**src/rtl/dmem_arb_pkg.sv**
```systemverilog
// rtl/dmem_arb_pkg.sv - shared types, requester ids and sizing helper for the data-memory arbiter
package dmem_arb_pkg;

  typedef enum logic {IDLE = 1'b0, OWN = 1'b1} arb_state_t;

  localparam logic REQ_CPU = 1'b0;
  localparam logic REQ_NN  = 1'b1;

  function automatic int beat_cnt_width(input int burst_max);
    return $clog2(burst_max + 1);
  endfunction

endpackage

```
**src/rtl/dmem_rd_tracker.sv**
```systemverilog
// rtl/dmem_rd_tracker.sv - fixed-latency {valid,id} pipeline steering read returns to their requester
module dmem_rd_tracker
  import dmem_arb_pkg::*;
#(
  parameter int READ_LATENCY = 1
) (
  input  logic CLK,
  input  logic RST,
  input  logic rd_beat,
  input  logic rd_id,
  output logic rvalid0,
  output logic rvalid1
);

  logic [READ_LATENCY-1:0] vld_q;
  logic [READ_LATENCY-1:0] id_q;

  always_ff @(posedge CLK) begin
    if (RST) begin
      vld_q <= '0;
      id_q  <= '0;
    end else begin
      vld_q[0] <= rd_beat;
      id_q[0]  <= rd_id;
      for (int i = 1; i < READ_LATENCY; i++) begin
        vld_q[i] <= vld_q[i-1];
        id_q[i]  <= id_q[i-1];
      end
    end
  end

  // Masked during reset so a read issued just before RST never reports back.
  assign rvalid0 = !RST && vld_q[READ_LATENCY-1] && (id_q[READ_LATENCY-1] == REQ_CPU);
  assign rvalid1 = !RST && vld_q[READ_LATENCY-1] && (id_q[READ_LATENCY-1] == REQ_NN);

endmodule

```
**src/rtl/dmem_arbiter.sv**
```systemverilog
// rtl/dmem_arbiter.sv - round-robin, burst-bounded arbiter for the single-port data memory
// Defining DMEM_ARB_STATS_EN adds per-port beat counters and a conflict counter.
module dmem_arbiter
  import dmem_arb_pkg::*;
#(
  parameter int IN_BUS_WIDTH = 32,
  parameter int MEMORY_WIDTH = 32,
  parameter int BURST_MAX    = 4,
  parameter int READ_LATENCY = 1
`ifdef DMEM_ARB_STATS_EN
  ,
  parameter int STAT_WIDTH   = 16
`endif
) (
  input  logic                    CLK,
  input  logic                    RST,
  input  logic                    req0,
  input  logic                    we0,
  input  logic [IN_BUS_WIDTH-1:0] addr0,
  input  logic [MEMORY_WIDTH-1:0] wdata0,
  input  logic                    req1,
  input  logic                    we1,
  input  logic [IN_BUS_WIDTH-1:0] addr1,
  input  logic [MEMORY_WIDTH-1:0] wdata1,
  output logic                    gnt0,
  output logic                    gnt1,
  output logic                    rvalid0,
  output logic                    rvalid1,
  output logic [MEMORY_WIDTH-1:0] rdata,
  output logic                    mem_writeEn,
  output logic                    mem_readEn,
  output logic [IN_BUS_WIDTH-1:0] mem_addr,
  output logic [MEMORY_WIDTH-1:0] mem_wdata,
  input  logic [MEMORY_WIDTH-1:0] mem_rdata
`ifdef DMEM_ARB_STATS_EN
  ,
  output logic [STAT_WIDTH-1:0]   stat_gnt0,
  output logic [STAT_WIDTH-1:0]   stat_gnt1,
  output logic [STAT_WIDTH-1:0]   stat_conflict
`endif
);

  localparam int            CW       = beat_cnt_width(BURST_MAX);
  localparam logic [CW-1:0] CNT_MAX  = CW'(BURST_MAX);
  localparam logic [CW-1:0] CNT_LAST = CW'(BURST_MAX - 1);

  arb_state_t    state_q, state_d;
  logic          owner_q, owner_d;
  logic          prio_q, prio_d;
  logic [CW-1:0] cnt_q, cnt_d;

  logic own_req, oth_req, sel_we, beat;

  assign own_req = (owner_q == REQ_NN) ? req1 : req0;
  assign oth_req = (owner_q == REQ_NN) ? req0 : req1;
  assign sel_we  = (owner_q == REQ_NN) ? we1  : we0;

  assign gnt0 = !RST && (state_q == OWN) && (owner_q == REQ_CPU) && req0;
  assign gnt1 = !RST && (state_q == OWN) && (owner_q == REQ_NN)  && req1;
  assign beat = gnt0 || gnt1;

  assign mem_writeEn = beat && sel_we;
  assign mem_readEn  = beat && !sel_we;
  assign mem_addr    = (owner_q == REQ_NN) ? addr1  : addr0;
  assign mem_wdata   = (owner_q == REQ_NN) ? wdata1 : wdata0;
  assign rdata       = mem_rdata;

  always_ff @(posedge CLK) begin
    if (RST) begin
      state_q <= IDLE;
      owner_q <= REQ_CPU;
      prio_q  <= REQ_CPU;
      cnt_q   <= '0;
    end else begin
      state_q <= state_d;
      owner_q <= owner_d;
      prio_q  <= prio_d;
      cnt_q   <= cnt_d;
    end
  end

  always_comb begin
    state_d = state_q;
    owner_d = owner_q;
    prio_d  = prio_q;
    cnt_d   = cnt_q;
    case (state_q)
      IDLE: begin
        cnt_d = '0;
        if (req0 && req1) begin
          state_d = OWN;
          owner_d = prio_q;
          prio_d  = !prio_q;
        end else if (req0) begin
          state_d = OWN;
          owner_d = REQ_CPU;
          prio_d  = REQ_NN;
        end else if (req1) begin
          state_d = OWN;
          owner_d = REQ_NN;
          prio_d  = REQ_CPU;
        end
      end
      OWN: begin
        if (beat && cnt_q != CNT_MAX) cnt_d = cnt_q + 1'b1;
        // >= rather than == so a saturated long-running owner still yields on its next beat.
        if (!own_req || (cnt_q >= CNT_LAST && oth_req)) begin
          cnt_d = '0;
          if (oth_req) begin
            owner_d = !owner_q;
            prio_d  = owner_q;
          end else begin
            state_d = IDLE;
          end
        end
      end
      default: state_d = IDLE;
    endcase
  end

  dmem_rd_tracker #(
    .READ_LATENCY(READ_LATENCY)
  ) u_rd_tracker (
    .CLK     (CLK),
    .RST     (RST),
    .rd_beat (mem_readEn),
    .rd_id   (owner_q),
    .rvalid0 (rvalid0),
    .rvalid1 (rvalid1)
  );

`ifdef DMEM_ARB_STATS_EN
  logic conflict;
  assign conflict = (req0 && req1 && !beat) || (beat && oth_req);

  always_ff @(posedge CLK) begin
    if (RST) begin
      stat_gnt0     <= '0;
      stat_gnt1     <= '0;
      stat_conflict <= '0;
    end else begin
      if (gnt0 && stat_gnt0 != '1) stat_gnt0 <= stat_gnt0 + 1'b1;
      if (gnt1 && stat_gnt1 != '1) stat_gnt1 <= stat_gnt1 + 1'b1;
      if (conflict && stat_conflict != '1) stat_conflict <= stat_conflict + 1'b1;
    end
  end
`else
  // Statistics counters are not built in this configuration.
`endif

endmodule
```
**config.mk**
```make
export PLATFORM = sky130hd
export DESIGN_NAME = dmem_arbiter
export DESIGN_NICKNAME = d
export VERILOG_FILES = /design/src/rtl/dmem_arb_pkg.sv /design/src/rtl/dmem_rd_tracker.sv /design/src/rtl/dmem_arbiter.sv
export SDC_FILE = /design/constraint.sdc
export NUM_CORES = 1
export LEC_CHECK = 0
export BUFFER_PORTS_ARGS = -buffer_cell sky130_fd_sc_hd__buf_2
export CORE_AREA = 2 2 102 104
export CTS_CLUSTER_SIZE = 25
export DETAILED_ROUTE_END_ITERATION = 8
export DIE_AREA = 0 0 104 106
export GPL_TIMING_DRIVEN = 0
export PLACE_DENSITY = 0.57
export SLEW_MARGIN = 20
export SYNTH_ARGS = -nofsm -noshare
export SYNTH_HDL_FRONTEND = slang
export SYNTH_SLANG_ARGS = --single-unit
```
**constraint.sdc**
```tcl
create_clock -name CLK -period 1.4 [get_ports CLK]
set_input_delay 0.07 -clock CLK [delete_from_list [all_inputs] [get_ports CLK]]
set_output_delay 0.07 -clock CLK [all_outputs]
set_load 0.1 [all_outputs]
```
# Yosys cells after proc, flatten, opt, wreduce, memory -nomap -nowiden

Index checks and enable logic that the tools add are counted.

Flip-flop bits (word level): 8
Bits of input ports: 166
Output and inout bits: 102
Word-level logic and storage cells: 63

$add $sub $neg: 1
Magnitude comparators: 1
Equal/unequal tests: 5
Mux-type cells: 26
Bitwise logic cells: 3
Reductions and logical operators: 21

Operators with widths:

| operator            | number |
|---|---|
| $mux 32             | 2 |
| $mux 1              | 18 |
| $logic_and 1x1->1   | 13 |
| $mux 3              | 2 |
| $pmux 1 s2          | 3 |
| $pmux 3 s2          | 1 |
| $logic_not 1->1     | 5 |
| $ne 2x1->1 const B  | 2 |
| $ne 4x4->1 const B  | 1 |
| $add 3x1->3 const B | 1 |
| $ge 3x2->1 const B  | 1 |
| $ne 3x1->1 const B  | 1 |
| $ne 3x3->1 const B  | 1 |
| $not 1->1           | 3 |
| $reduce_and 3->1    | 1 |
| $logic_or 1x1->1    | 2 |

# Depth between registers and ports, before layout

Gate-level depths: netlist of run 1.

Depth in word-level cells: 9
Gate-level depth with buffers: 6
Mapped depth without buffers: 6

# Hierarchy

A second synthesis of run 1 with hierarchy kept.

Cell total of the unflattened synthesis: 155
Area, all modules: 1,471.4 um2

By module, submodules not included:

| module          | times used | cells each | area an instance (um2) | seq. area each (um2) |
|---|---|---|---|---|
| dmem_arbiter    | 1          | 149        | 1,396.3                | 120.1 |
| dmem_rd_tracker | 1          | 6          | 75.1                   | 40.0 |

# Worst setup path before layout of run 1

OpenSTA, ideal clock, no wires.

Path type: register -> output
From: register u_rd_tracker.vld_q
To: output rvalid0
Arrival time: 2.488 ns
Data required time: 1.330 ns
Path slack: -1.158 ns
Stages on the path, launching flop included: 2
Buffers on the path: 0
Path through: dfxtp_1 nor3b_1

Word-level cells in the longest chain between the ends: 2

RTL lines:

| what                              | RTL line              | source |
|---|---|---|
| from (decl)                       | dmem_rd_tracker.sv:15 | `logic [READ_LATENCY-1:0] vld_q;` |
| from (signal, indexed assignment) | dmem_rd_tracker.sv:26 | `vld_q[i] <= vld_q[i-1];` |
| $logic_and 1x1->1 (2 in series)   | dmem_rd_tracker.sv:33 | `assign rvalid0 = !RST && vld_q[READ_LATENCY-1] && (id_q[READ_LATENCY-1] == REQ_CPU);` |
| to (decl)                         | dmem_arbiter.sv:27    | `output logic rvalid0,` |

No other way between the ends.

# Worst setup path after layout of run 1

From: register owner_q
To: output mem_wdata[12]

Word-level cells in the longest chain between the ends: 1

RTL lines:

| what                   | RTL line           | source |
|---|---|---|
| from (decl)            | dmem_arbiter.sv:48 | `logic owner_q, owner_d;` |
| from (signal assigned) | dmem_arbiter.sv:76 | `owner_q <= owner_d;` |
| $mux 32                | dmem_arbiter.sv:65 | `assign mem_wdata = (owner_q == REQ_NN) ? wdata1 : wdata0;` |
| to (decl)              | dmem_arbiter.sv:33 | `output logic [MEMORY_WIDTH-1:0] mem_wdata,` |

No other way between the ends.

==> results of run 1 <==
-- metal layers --
metal,share of wire (%),vias up
met3,7.5,4
met5,0,-
li1,-,1048
met4,0.41,0
met1,37,970
met2,55,118
-- report_power, final --
group          switching, W  total [W]  internal (W)
Combinational       0.00187    0.00271      0.000844
Sequential        0.0000104   0.000247      0.000237
Clock             0.0000941   0.000281      0.000187
Total               0.00198    0.00324       0.00127
-- layout by cell type (no fill, tap or decap), types with 2 or more instances in the layout --
cell type	n
sky130_fd_sc_hd__a21oi_1	3
sky130_fd_sc_hd__and3_4	2
sky130_fd_sc_hd__buf_12	24
sky130_fd_sc_hd__buf_2	168
sky130_fd_sc_hd__buf_4	37
sky130_fd_sc_hd__buf_6	52
sky130_fd_sc_hd__buf_8	2
sky130_fd_sc_hd__clkbuf_8	3
sky130_fd_sc_hd__dfxtp_1	3
sky130_fd_sc_hd__dfxtp_2	3
sky130_fd_sc_hd__dfxtp_4	2
sky130_fd_sc_hd__ha_4	2
sky130_fd_sc_hd__inv_1	6
sky130_fd_sc_hd__mux2_2	50
sky130_fd_sc_hd__mux2_4	15
sky130_fd_sc_hd__mux2i_1	2
sky130_fd_sc_hd__nand2_1	3
sky130_fd_sc_hd__nand3_1	2
sky130_fd_sc_hd__nand3_2	2
sky130_fd_sc_hd__nor2_1	7
sky130_fd_sc_hd__o21ai_0	2
-- path summary, 6_finish.rpt --
| check | startpoint | endpoint | slack (ns) |
|---|---|---|---|
| max | owner_q$_SDFFE_PP0P_ | mem_wdata[12] | -0.14 |
| min | RST | u_rd_tracker.id_q$_SDFF_PP0_ | 0.14 |
| max reg2reg | cnt_q[0]$_SDFFE_PP0P_ | prio_q$_SDFFE_PP0P_ | -0.01 |
| min reg2reg | cnt_q[2]$_SDFFE_PP0P_ | cnt_q[2]$_SDFFE_PP0P_ | 0.53 |
-- per-stage QoR --
stage | hold slack (ns) | util (%) | area, um2 | setup WS (ns) | power (W)
after global routing | 0.150 | 38.1 | 3810 | -0.187 | 0.00335
after detailed placement | 0.367 | 29.0 | 2900 | -0.296 | 0.00255
after floorplan | 0.137 | - | 1550 | -0.173 | 0.00213
after CTS | 0.136 | 37.7 | 3770 | -0.146 | 0.00324
after global placement | 0.357 | 29.0 | 2900 | -0.299 | 0.00254
final | 0.144 | 38.1 | 3810 | -0.137 | 0.00324
-- state kept, by name, indices dropped and copies added, names as in the netlist --
name / flops
u_rd_tracker.vld_q: 1
prio_q: 1
state_q: 1
u_rd_tracker.id_q: 1
cnt_q: 3
owner_q: 1
-- layout make-up --
class | count | area share (%)
plain buffers | 41 | 9.49
multi-input cells | 110 | 31.2
clock buffers | 3 | 1.08
well taps | 136 | 4.47
repair buffers | 242 | 48.6
inverters | 6 | 0.591
flip-flops and latches | 8 | 4.50
-- cells by family (layout without fill, tap and decap cells) --
group                    Yosys count  after routing
flip-flops                         8              8
buffers and inverters             47            292
multiplexers                      68             68
XOR/XNOR                           1              1
AND/OR/NAND/NOR                   25             25
adder cells (fa/ha/maj)            3              3
AO/OA/AOI/OAI                     13             13
-- critical path, stage by stage, from the launching register on --
cell                      delay [ns]
sky130_fd_sc_hd__dfxtp_2        0.34
sky130_fd_sc_hd__buf_12         0.13
sky130_fd_sc_hd__buf_12         0.13
sky130_fd_sc_hd__buf_12         0.13
sky130_fd_sc_hd__mux2_4         0.32
sky130_fd_sc_hd__buf_12         0.17
-- repair_timing --
item / in CTS / in global routing
gates resized for setup: 215 / 14
setup buffers: 7 / 1
endpoints found under the setup margin: 73 / 73
pin swaps: 10 / 4
gates cloned: 2 / 0
hold endpoints to repair: 0 / 0
==> results.toml, run 1 <==
[setup_path]
critPathRequiredTime_ns = 1.33
critPathArrivalTime_ns = 1.47
crit_fanout = 8
critPathLaunchType = "flop"
worst-r2r-cell-count = 6
critical_path_class = "reg -> out"
worstSetupEndpointType = "primary output"

[logic_synthesis]
synth_commonest_cells = "64 x sky130_fd_sc_hd__mux2_2, 33 x sky130_fd_sc_hd__buf_4, 8 x sky130_fd_sc_hd__dfxtp_1, 8 x sky130_fd_sc_hd__nor2_1"
syn-num-nets = 334
synth.largest_area_cell = "sky130_fd_sc_hd__mux2_2"
synth_area_in_simple_gates_pct = 8.69
dominantRegCellSynth = "sky130_fd_sc_hd__dfxtp_1"
post_synth_edffs = 0
yosys_register_bits = 8
synth-warning-count = 0
synth_top_family_by_area = "multiplexers"
top_cells_by_area_synth = "sky130_fd_sc_hd__mux2_2 47%, sky130_fd_sc_hd__buf_4 16%, sky130_fd_sc_hd__dfxtp_1 10%"
synth.most_common_cell = "sky130_fd_sc_hd__mux2_2"
synth.area.mux_share_pct = 50.2
synth-compound-area-share_pct = 6.48
post-synth-top-area-fraction_pct = 47.2
postSynthAreaPerCell_um2 = 9.25
mappedNetlistArea_mm2 = 0.00153
post_synth_fa_ha_maj_area_fraction_pct = 2.46
synth_xor_xnor_area_share_pct = 0.574
synth_async_sr_flop_share_pct = 0
synth.lib_cells_used.distinct = 29
synthCells = 165
ys_seq_area_share_pct = 10.5

[cts]
clk_pin_slew_ns = 0.04
cts_made_buffers = 3
clock_path_buffers = 2
clockRootBuffer = "sky130_fd_sc_hd__clkbuf_8"
cts_tree = "built"
cts_num_sinks = 8
quantity_of_hold_fixing_buffers_added_after_cts = 0
ctsHtreeMaxLevel = 1
insertion_delay_ns = 0.23

[outcome]
status = "finished, violations left"
failing_checks = "negative setup slack"

[routing]
firstDrtPassIters = 4
detailroute.via_count = 2140
totalWireLength_um = 7630
post-route-drc-count = 0
post_drt_wl_per_cell_um = 14.0
average_via_count_per_standard_cell = 3.92
number_of_drc_violations_after_detailed_routing_iteration_0 = 42
antenna_left = 0

[finish]
insertedDiodeCount = 0
regArea_um2 = 171
finish.cell_count_without_fillers = 546
nFillCells = 1013
multiInputGateArea_mm2 = 0.00119
final_net_count = 581
final_layout_size_suffix_gt1_share_pct = 90.7
synth_to_layout_area_growth_pct = 150

[grt]
grt_max_degree = 11
globalRoute.busiestLayer = "met2"
initial_antenna_violation_count = 0
grt_pass1_wl_um = 11300
globalRouteMet3Util_pct = 2.76
track_usage_pct = 12.7
gr_layer_usage_met1_pct = 14.5
met2_usage_pct = 25.0
remaining_overflow_grt = 0
vias_in_the_first_global_route = 2238

[placement]
placed_cells_incl_taps = 535
gp_routability_congestion = 0.776
hpwl_um = 6110
portBuffers = 234

[timing]
final.min_clock_period_ns = 1.54
final.setup.worst_slack_ns = -0.137
grt_setup_unrepaired = "yes"
tightestPinTransition_ns = 0.513
setup_total_negative_slack_ns = -5.68
fin_worst_skew_ns = 0.00226
timing.max_slew.rel_slack_pct = 66.1
max_freq_ghz = 0.651
final_min_period_over_clock_period_pct = 110
slew_viol_final = 0
finalSetupViolCount = 67
hold_violations = 0

[power_and_ir_drop]
p_leak_nw = 1.91
pwr_density_cell_mw_per_mm2 = 851
vdd.ir_drop.worst_mv = 0.484

[floorplan]
std_cell_rows = 37
initial_utilization_pct = 15.3
floorplan.die.width_um = 104
core-area_mm2 = 0.0100
io_pins = 268
die_h_um = 106
area_of_the_die_mm2 = 0.0110

[flow_run]
drv_cap = 0

[hold_path]
hold_depth = 2
worst_hold_path_type = "in -> reg"
Note: power is estimated with default switching activity, not from simulation.
==> run 2, diff against run 1 <==
- TNS_END_PERCENT: not set -> 5
==> run 2 against run 1 <==
  * Non-clock buffer count shrank 3
  * Critical path type unchanged
  * Flip-flop and latch count did not move
  * Fmax down 1.7%
  * Die area stayed put
  * Via count is 1.1% higher
  * The run still ends with negative setup slack left
  * Largest power group unchanged
  * First-iteration DRC count increased by 2.4%
  * Register-to-register slack got worse by 0.05 ns
  * Combinational power is 2% lower
  * Power is 1.6% lower
  * Clock skew is essentially flat
==> results.toml, run 2 (synthesis results as in run 1) <==
[cts]
cts_num_sinks = 8
insertion_delay_ns = 0.23
cts_made_buffers = 3
clockRootBuffer = "sky130_fd_sc_hd__clkbuf_8"
cts_tree = "built"
clk_pin_slew_ns = 0.04
clock_path_buffers = 2
ctsHtreeMaxLevel = 1

[setup_path]
max_stage_delay_ns = 0.35
crit_path_cell_trace = "buf_12, buf_12, buf_12, mux2_4, buf_12"
critPathRequiredTime_ns = 1.33
crit_fanout = 8
cpMostUsedCell = "sky130_fd_sc_hd__buf_12"
critPathArrivalTime_ns = 1.49
critical_path_class = "reg -> out"
slowest_stage = "sky130_fd_sc_hd__dfxtp_4"
critPathLaunchType = "flop"
worstSetupEndpointType = "primary output"

[power_and_ir_drop]
power.combinational.fraction_pct = 83.2
p_leak_nw = 1.87
power_frac_clock_pct = 9.0
pwr_density_cell_mw_per_mm2 = 868
vdd.ir_drop.worst_mv = 0.530
totalPowerFinal_w = 0.00319
switching_share_pct = 61.1
net-switching-power_w = 0.00195
power.sequential.fraction_pct = 7.8
p_int_w = 0.00124

[routing]
detailroute.via_count = 2163
number_of_drc_violations_after_detailed_routing_iteration_0 = 43
antenna_left = 0
post-route-drc-count = 0
average_via_count_per_standard_cell = 3.98
post_drt_wl_per_cell_um = 12.2
firstDrtPassIters = 4
totalWireLength_um = 6640

[timing]
final.min_clock_period_ns = 1.56
max_freq_ghz = 0.639
final.setup.worst_slack_ns = -0.164
final_min_period_over_clock_period_pct = 112
slew_viol_final = 0
hold_violations = 0
grt_setup_unrepaired = "yes"
timing.max_slew.rel_slack_pct = 66.2
tightestPinTransition_ns = 0.511
fin_worst_skew_ns = 0.00193
finalSetupViolCount = 67

[placement]
post_place_worst_slack_ns = -0.479
hpwl_um = 5140
placed_cells_incl_taps = 535
gp_routability_congestion = 0.793
portBuffers = 234

[grt]
remaining_overflow_grt = 0
grt_max_degree = 11
vias_in_the_first_global_route = 2134
initial_antenna_violation_count = 0
track_usage_pct = 10.9
grt_pass1_wl_um = 9970

[finish]
nFillCells = 992
leading_cell_types_in_the_layout_fill_and_taps_excluded = "167 x sky130_fd_sc_hd__buf_2, 53 x sky130_fd_sc_hd__mux2_2, 53 x sky130_fd_sc_hd__buf_6"
final_layout_size_suffix_gt1_share_pct = 88.9
largest_register = "cnt_q"
largest_register_ffs = 3
final_net_count = 578
layout.cells.most_common = "sky130_fd_sc_hd__buf_2"
post-route-util_pct = 36.8
finish.cell_count_without_fillers = 543
synth_to_layout_area_growth_pct = 141
insertedDiodeCount = 0

[hold_path]
worst_hold_path_type = "in -> reg"

[floorplan]
area_of_the_die_mm2 = 0.0110
std_cell_rows = 37
core-area_mm2 = 0.0100
io_pins = 268
initial_utilization_pct = 15.3
die_h_um = 106
floorplan.die.width_um = 104

[flow_run]
drv_cap = 0

[outcome]
failing_checks = "negative setup slack"
status = "finished, violations left"
run 2: what timing repair did:
item / 4_1_cts / 5_1_grt
buffers inserted: 3 / 0
cloned: 2 / 0
pin swaps: 3 / 2
gates resized for setup: 191 / 14
hold buffers: 0 / 0
setup endpoints to repair: 74 / 73
run 2: final cells by class:
class,instances,area (um2),share of cell area [%]
Buffer,41,358,9.73
Clock buffer,3,41.3,1.12
Inverter,6,22.5,0.613
Multi-Input combinational cell,110,1120,30.6
Sequential cell,8,168,4.56
Tap cell,136,170,4.63
Timing Repair Buffer,239,1790,48.8
run 2: worst max-delay path, delay by kind of cell, from the launching register on:
kind                   cells  cell delay [ns]
buffers and inverters      4             0.58
flip-flops                 1             0.35
multiplexers               1             0.32
run 2: per-layer routing:
layer  vias to the layer above  share of wire [%]  track usage [%]
met5                         -                  0                0
met4                         0                1.3             3.38
met3                         7                8.1             1.66
met2                       144                 56             21.5
met1                       969                 34             12.0
li1                       1043                  -                -
run 2: power by group through the flow:
| stage | clock network, W | registers, W | logic [W] |
|---|---|---|---|
| after floorplan | 0 | 0.000249 | 0.00188 |
| after global placement | 0 | 0.000251 | 0.00226 |
| after detailed placement | 0 | 0.000251 | 0.00227 |
| after CTS | 0.000293 | 0.000250 | 0.00264 |
| after global routing | 0.000312 | 0.000251 | 0.00273 |
| final | 0.000286 | 0.000249 | 0.00266 |
run 2: worst paths after layout:
| kind | startpoint | slack [ns] | cells past startpoint | to |
|---|---|---|---|---|
| hold / removal | RST | 0.12 | 2 | u_rd_tracker.id_q$_SDFF_PP0_ |
| hold reg to reg | state_q$_SDFF_PP0_ | 0.54 | 2 | owner_q$_SDFFE_PP0P_ |
| setup / recovery | owner_q$_SDFFE_PP0P_ | -0.16 | 5 | mem_wdata[9] |
| setup reg to reg | cnt_q[0]$_SDFFE_PP0P_ | -0.06 | 6 | prio_q$_SDFFE_PP0P_ |
run 2: per-stage QoR:
step                      hold WS (ns)  cell area, um2  setup TNS, ns
after floorplan                  0.137            1540         -0.402
after global placement           0.360            2880          -5.47
after detailed placement         0.360            2880          -6.43
after CTS                        0.122            3630         -10.42
after global routing             0.131            3680         -10.57
final                            0.117            3680          -7.38
==> run 3, diff against run 2 <==
- PLACE_DENSITY: 0.57 -> 0.54
==> run 3 against run 2 <==
  * The run still ends with negative setup slack left
  * Core utilization is 0.16 points lower
  * Fmax is 0.44% higher
  * Setup slack better by 0.0069 ns
  * Largest cell class unchanged
  * Largest power group unchanged
  * Highest routed layer unchanged
  * First-iteration DRC count is 42% higher
==> results.toml, run 3 (synthesis results as in run 1) <==
[setup_path]
critPathArrivalTime_ns = 1.49
crit_path_cell_trace = "buf_8, buf_12, buf_12, mux2_2, buf_8"
critical-path-top-delay-family = "buffers and inverters"
critPathLaunchType = "flop"
timing.critical_path.buf_inv = 4
crit_fanout = 8
critical_path_class = "reg -> out"
max_stage_delay_ns = 0.35
worstSetupEndpointType = "primary output"
critPathRequiredTime_ns = 1.33
slowest_stage = "sky130_fd_sc_hd__dfxtp_2"

[grt]
initial_antenna_violation_count = 0
grt_max_degree = 11
grt_pass1_wl_um = 9960
vias_in_the_first_global_route = 2203
remaining_overflow_grt = 0
track_usage_pct = 10.7

[routing]
post-route-drc-count = 0
antenna_left = 0
maxUsedRoutingLayer = "met4"
totalWireLength_um = 6690
dr_wl_met3_um = 605
post_drt_wl_per_cell_um = 12.3
detailroute.via_count = 2177
firstDrtPassIters = 4
average_via_count_per_standard_cell = 4.00
met1Wirelength_um = 2300
met2_wirelength_um = 3710
number_of_drc_violations_after_detailed_routing_iteration_0 = 61

[timing]
tightestPinTransition_ns = 0.492
max_freq_ghz = 0.642
slew_viol_final = 0
grt_setup_unrepaired = "yes"
fin_worst_skew_ns = 0.00131
final.setup.worst_slack_ns = -0.157
minimum_hold_slack_ns = 0.132
final_min_period_over_clock_period_pct = 111
finalSetupViolCount = 67
timing.max_slew.rel_slack_pct = 67.4
hold_violations = 0
final.min_clock_period_ns = 1.56

[floorplan]
io_pins = 268
core-area_mm2 = 0.0100
area_of_the_die_mm2 = 0.0110
std_cell_rows = 37
initial_utilization_pct = 15.3
floorplan.die.width_um = 104
die_h_um = 106

[power_and_ir_drop]
power.combinational.fraction_pct = 83.3
net-switching-power_w = 0.00195
power_frac_clock_pct = 8.9
vdd.ir_drop.worst_mv = 0.361
p_leak_nw = 1.86
power.sequential.fraction_pct = 7.8
pwr_density_cell_mw_per_mm2 = 866
p_int_w = 0.00122
totalPowerFinal_w = 0.00317
switching_share_pct = 61.4

[hold_path]
worst_hold_path_type = "in -> reg"

[finish]
synth_to_layout_area_growth_pct = 140
nFillCells = 1026
final_layout_size_suffix_gt1_share_pct = 89.2
largest_register = "cnt_q"
insertedDiodeCount = 0
regArea_um2 = 170
final_net_count = 579
largest_register_ffs = 3
multiInputGateArea_mm2 = 0.00113
leading_cell_types_in_the_layout_fill_and_taps_excluded = "168 x sky130_fd_sc_hd__buf_2, 56 x sky130_fd_sc_hd__buf_6, 54 x sky130_fd_sc_hd__mux2_2"
layout.cells.most_common = "sky130_fd_sc_hd__buf_2"

[placement]
hpwl_um = 5280
gp_routability_congestion = 0.748
portBuffers = 234

[cts]
ctsHtreeMaxLevel = 1
quantity_of_hold_fixing_buffers_added_after_cts = 0
insertion_delay_ns = 0.23
clk_pin_slew_ns = 0.04
cts_tree = "built"
cts_num_sinks = 8
clockRootBuffer = "sky130_fd_sc_hd__clkbuf_8"
cts_made_buffers = 3
clock_path_buffers = 2

[flow_run]
drv_cap = 0

[outcome]
failing_checks = "negative setup slack"
status = "finished, violations left"
==> run 3: final timing paths <==
check / slack, ns / cells after the start / start / to
worst min-delay path: 0.13 / 2 / RST / u_rd_tracker.id_q$_SDFF_PP0_
worst min register to register: 0.54 / 2 / cnt_q[2]$_SDFFE_PP0P_ / cnt_q[2]$_SDFFE_PP0P_
worst max register to register: -0.01 / 6 / cnt_q[0]$_SDFFE_PP0P_ / prio_q$_SDFFE_PP0P_
worst max-delay path: -0.16 / 5 / owner_q$_SDFFE_PP0P_ / mem_wdata[8]
==> run 3: layout make-up <==
| type | instances | share of cell area (%) |
|---|---|---|
| timing repair buffer | 240 | 48.5 |
| tap | 136 | 4.65 |
| buffer | 41 | 9.64 |
| sequential | 8 | 4.65 |
| inverter | 6 | 0.615 |
| clock buffer | 3 | 1.13 |
| multi-input combinational | 110 | 30.8 |
==> run 3: power by group through the flow <==
stage          sequential (W)  clock [W]  combinational (W)
6_report             0.000248   0.000281            0.00264
5_1_grt              0.000249   0.000296            0.00272
4_1_cts              0.000250   0.000285            0.00259
3_5_place_dp         0.000252          0            0.00227
3_3_place_gp         0.000252          0            0.00226
2_1_floorplan        0.000249          0            0.00188
==> run 3: metal layers <==
metal	GRT usage, %	vias up
met5	0	-
li1	-	1044
met1	10.9	983
met2	21.2	142
met3	2.82	8
met4	3.19	0
==> run 3: timing repair <==
item,CTS,global route
endpoints found under the setup margin,74,73
gates cloned,1,0
gates resized for setup,174,29
buffers inserted,4,1
pin swaps,5,2
==> run 3: per-stage QoR <==
stage | instance area (um2) | util, % | std cells | setup WS, ns | TNS [ns]
CTS | 3530 | 35.3 | 543 | -0.189 | -8.92
detailed placement | 2880 | 28.8 | 535 | -0.493 | -6.11
global placement | 2880 | 28.8 | 535 | -0.476 | -5.42
global route | 3660 | 36.6 | 544 | -0.204 | -11.00
floorplan | 1540 | - | 165 | -0.173 | -0.402
finish | 3660 | 36.6 | 544 | -0.157 | -7.41
